==> src/rtl/mem_access_seq.sv <==
// ---------------------------------------------------------------------------
// mem_access_seq
//
// Sequences a 32-bit load/store from the MEM pipeline stage onto a byte-wide
// data RAM port. A word access takes four RAM cycles in big-endian order
// (byte 0 at the base address is bits [31:24]). A byte access takes one RAM
// cycle. The pipeline is frozen with `stall` while the access is running.
//
// Ports
//   clk       rising-edge clock
//   R         asynchronous active-low reset
//   req_E     access enable from the EX/MEM register
//   req_RW    0 = read, 1 = write
//   req_Size  0 = byte, 1 = word
//   req_A     byte address of the access
//   req_DI    store data
//   ram_A     RAM byte address
//   ram_WE    RAM byte write strobe
//   ram_DI    RAM write byte
//   ram_DO    RAM read byte (combinational from ram_A)
//   DO        assembled load data toward MEM/WB
//   stall     pipeline freeze (PC, IF/ID, ID/EX, EX/MEM)
//   done      one-cycle pulse when an access completes
// ---------------------------------------------------------------------------
module mem_access_seq (
    input  logic        clk,
    input  logic        R,
    input  logic        req_E,
    input  logic        req_RW,
    input  logic        req_Size,
    input  logic [7:0]  req_A,
    input  logic [31:0] req_DI,
    output logic [7:0]  ram_A,
    output logic        ram_WE,
    output logic [7:0]  ram_DI,
    input  logic [7:0]  ram_DO,
    output logic [31:0] DO,
    output logic        stall,
    output logic        done
);

    typedef enum logic [1:0] {IDLE, XFER, DONE} state_t;

    state_t      state, state_nxt;
    logic [1:0]  cnt, cnt_nxt;

    // Latched copy of the request; inputs are not looked at after acceptance.
    logic        rw_q;
    logic        size_q;
    logic [31:0] di_q;
    logic [7:0]  base_q;
    logic [31:0] do_q;

    logic        last_byte;
    logic [7:0]  wr_byte;

    assign last_byte = !size_q || (cnt == 2'd3);
    assign DO        = do_q;

    // Store byte for the current counter position, big-endian for words.
    always_comb begin
        wr_byte = di_q[7:0];
        if (size_q) begin
            case (cnt)
                2'd0:    wr_byte = di_q[31:24];
                2'd1:    wr_byte = di_q[23:16];
                2'd2:    wr_byte = di_q[15:8];
                default: wr_byte = di_q[7:0];
            endcase
        end
    end

    always_ff @(posedge clk or negedge R) begin
        if (!R) begin
            state  <= IDLE;
            cnt    <= 2'd0;
            rw_q   <= 1'b0;
            size_q <= 1'b0;
            di_q   <= 32'd0;
            base_q <= 8'd0;
            do_q   <= 32'd0;
        end else begin
            state <= state_nxt;
            cnt   <= cnt_nxt;
            if (state == IDLE && req_E) begin
                rw_q   <= req_RW;
                size_q <= req_Size;
                di_q   <= req_DI;
                // Word accesses are forced onto a 4-byte boundary so base+3
                // never wraps past 255.
                base_q <= req_Size ? {req_A[7:2], 2'b00} : req_A;
            end
            if (state == XFER && !rw_q) begin
                if (!size_q) begin
                    do_q <= {24'd0, ram_DO};
                end else begin
                    case (cnt)
                        2'd0:    do_q[31:24] <= ram_DO;
                        2'd1:    do_q[23:16] <= ram_DO;
                        2'd2:    do_q[15:8]  <= ram_DO;
                        default: do_q[7:0]   <= ram_DO;
                    endcase
                end
            end
        end
    end

    always_comb begin
        state_nxt = state;
        cnt_nxt   = cnt;
        ram_A     = base_q;
        ram_WE    = 1'b0;
        ram_DI    = 8'd0;
        stall     = 1'b0;
        done      = 1'b0;
        case (state)
            IDLE: begin
                stall = req_E;
                if (req_E) begin
                    state_nxt = XFER;
                    cnt_nxt   = 2'd0;
                end
            end
            XFER: begin
                stall  = 1'b1;
                ram_A  = base_q + {6'd0, cnt};
                ram_WE = rw_q;
                ram_DI = rw_q ? wr_byte : 8'd0;
                if (last_byte) begin
                    state_nxt = DONE;
                    cnt_nxt   = 2'd0;
                end else begin
                    cnt_nxt = cnt + 2'd1;
                end
            end
            DONE: begin
                // stall low here lets EX/MEM retire the request; req_E is
                // ignored so the same request is not restarted.
                done      = 1'b1;
                state_nxt = IDLE;
            end
            default: begin
                state_nxt = IDLE;
            end
        endcase
    end

endmodule
==> config.mk <==
export PLATFORM = sky130hd
export DESIGN_NAME = mem_access_seq
export DESIGN_NICKNAME = d
export VERILOG_FILES = /design/src/rtl/mem_access_seq.sv
export SDC_FILE = /design/constraint.sdc
export NUM_CORES = 1
export LEC_CHECK = 0
export ABC_AREA = 1
export CAP_MARGIN = 5
export CORE_AREA = 3 3 114 116
export CTS_CLUSTER_SIZE = 40
export DETAILED_ROUTE_END_ITERATION = 6
export DIE_AREA = 0 0 117 119
export PLACE_DENSITY_LB_ADDON = 0.25
export SLEW_MARGIN = 20
export SYNTH_ARGS = -nofsm -noshare
export SYNTH_HDL_FRONTEND = slang
export SYNTH_SLANG_ARGS = --single-unit
export TNS_END_PERCENT = 20
==> constraint.sdc <==
create_clock -name clk -period 3.7 [get_ports clk]
set_input_delay 0.74 -clock clk [delete_from_list [all_inputs] [get_ports clk]]
set_output_delay 0.74 -clock clk [all_outputs]
set_load 0.01 [all_outputs]
==> out/qor.csv <==
metric,value,unit
antenna_cells,0,
mostFrequentLayoutCells,"nand2_1 (202), clkdlybuf4s50_1 (102), dfrtp_1 (78)",
synth_nets,495,
clkLatencyLatePin,0.33,ns
grt_pass1_wl,15100,um
gp_congestion,0.7646,
leakage,2.401,nW
ir_drop,0.2884,mV
grt_max_degree,79,
antenna_found_initial,0,
initialDrtViolationCount,161,
initial_core_util,0.3001,
yosysSeqAreaShare,0.5415,
grt_overflow,0,
synthCells,435,
pre_cts_ws,0.8642,ns
nets,592,
grt_use_met1,0.1914,
met3_usage,0.04472,
slowest_delay,0.58,ns
port_buffers,103,
regArea,1952,um^2
hold_viol,0,
rr_worst_depth,6,
cp_max_fo,9,
clkSlewWorstSetupHoldPaths,0.06,ns
synth_area,3605,um^2
r2r-end,DO[0],
multi_input_area,1421,um^2
htree_num_levels,3,
drtAntennaViolNets,0,
cts_setup_buffers,0,
use_met2,0.2098,
crit_chain,inv_1 -> ha_1 -> nand2_1 -> nand2_1 -> inv_1 -> a21oi_1 -> clkdlybuf4s50_1,
status,finished clean,
die-width,117,um
io_pins,104,
clockBufferDepth,2,
drv_cap,0,
maxSlewHeadroom,0.5949,
r2r_setup_slack,1.87,ns
dpl.hpwl,6856,um
cp_slowest_cell,clkdlybuf4s50_1,
finalCriticalPeriod,3.185,ns
cts_buffers,9,
synth_cell_type_count,25,
critical_path_arrival,2.44,ns
ys_ff_latch,78,
cts_root_buf,clkbuf_16,
cts_tree,done,
power.density,823.1,nW/um^2
syn2layout_area_growth,39.40,%
path_buf_inv,3,
grt_pass1_vias,3041,
route.detailed.drc,0,
ctsResizeCount,0,
final_common_cell,nand2_1,
worst_pin_slew,0.6075,ns
hp-class,primary input to async pin,
drive_above_1_share,0.07103,
vias_per_cell,4.525,
die_y,119,um
tns,0,ns
wirelength,9452,um
synth_warnings,0,
drtPass1Iterations,4,
fin_skew,0.008371,ns
clkSinkCount,78,
die_area,13920,um^2
worst_slack,0.5155,ns
endpoint_kind,primary output,
critPathLaunchType,flop,
top_usage_layer,met2,
rsz0062_at_grt,no,
finalCritPeriodShare,0.8607,
avgSynthCellArea,8.287,um^2
rows,40,
wl_per_cell,13.86,um
max_freq,314.0,MHz
postCtsHoldBufs,0,
criticalPathCategory,flop to primary output,
vias,3086,
slew_viol_final,0,
fillers,1253,
rr_startpoint,cnt[0],
grt_usage,0.1378,
setup_viol,0,
worstPathRequired,2.96,ns
critical_path.top_delay_family,buffers and inverters,
design.core.area,12010,um^2
-- registers in the layout, summed over array words and instances (netlist names) --
name / cells
cnt: 2
state: 2
di_q: 32
size_q: 1
DO: 32
rw_q: 1
base_q: 8
-- report_power, final --
part	leakage, nW	switching [mW]	internal, mW	total [mW]
Sequential	0.990	0.262	1.24	1.50
Combinational	1.27	1.00	0.771	1.77
Clock	0.144	0.332	0.532	0.864
-- how the worst max path moves through the flow --
stage	from	to	slack (ns)	cells past startpoint
4_1_cts	cnt[1]	ram_DI[3]	0.50	7
3_5_place_dp	size_q	ram_DI[4]	0.86	6
5_1_grt	size_q	ram_DI[1]	0.30	6
3_3_place_gp	size_q	ram_DI[4]	0.85	6
6_report	cnt[1]	ram_DI[3]	0.52	7
2_1_floorplan	cnt[0]	ram_A[4]	1.53	6
-- worst register-to-register path: stages (launching register included) --
cell and delay, ns:
dfrtp_1 0.44, ha_1 0.24, nor2_2 0.40, inv_2 0.26, nand2_1 0.28, nand2_1 0.08
nand2_1 0.07
-- cell usage after synthesis --
cell / instances / area share
a21oi_1: 16 / 0.022
buf_2: 9 / 0.012
buf_4: 1 / 0.0021
buf_6: 3 / 0.0094
buf_8: 1 / 0.0042
clkbuf_1: 5 / 0.0052
dfrtp_1: 78 / 0.54
fa_1: 1 / 0.0056
ha_1: 6 / 0.021
inv_1: 27 / 0.028
inv_2: 4 / 0.0042
nand2_1: 202 / 0.21
nand2_2: 2 / 0.0035
nand2_4: 1 / 0.0031
nand3_1: 16 / 0.022
nand4_1: 3 / 0.0052
nor2_1: 7 / 0.0073
nor2_2: 2 / 0.0035
nor2_4: 1 / 0.0031
o21ai_0: 35 / 0.049
o21ai_1: 1 / 0.0014
o21ai_2: 10 / 0.024
o21ai_4: 1 / 0.0045
xnor2_1: 1 / 0.0024
xor2_1: 2 / 0.0049
-- metrics by stage --
| step | hold WS, ns | power (mW) | std cells | util | cell area [um^2] |
|---|---|---|---|---|---|
| 2_1_floorplan | 0.4367 | 2.532 | 435 | - | 3605 |
| 3_3_place_gp | 0.4494 | 3.262 | 667 | 0.3921 | 4710 |
| 3_5_place_dp | 0.4592 | 3.308 | 667 | 0.3921 | 4710 |
| 4_1_cts | 0.4679 | 4.187 | 681 | 0.4160 | 4997 |
| 5_1_grt | 0.3491 | 4.478 | 682 | 0.4183 | 5025 |
| 6_report | 0.3375 | 4.136 | 682 | 0.4183 | 5025 |
-- final cells by class --
cell class	count	area share
Sequential cell	78	0.3884
Multi-Input combinational cell	307	0.2829
Timing Repair Buffer	105	0.2117
Clock buffer	10	0.04756
Tap cell	147	0.03660
Inverter	31	0.02316
Clock inverter	4	0.009711
-- cells by family (layout without fill, tap and decap cells) --
group	Yosys count	after routing	share of synthesized area
buffers and inverters	50	150	0.06560
and+or+nand+nor	234	234	0.2582
xor gates and xnor gates	3	3	0.007290
adders and majority gates	7	7	0.02638
DFF	78	78	0.5415
AOI/OAI and AO/OA	63	63	0.1010
-- metal layers --
metal	share of wire	vias up
met1	0.47	1435
li1	-	1550
met3	0.072	6
met2	0.45	95
met5	0	-
met4	0.0083	0
No activity file was read; power rests on OpenSTA's default activity.
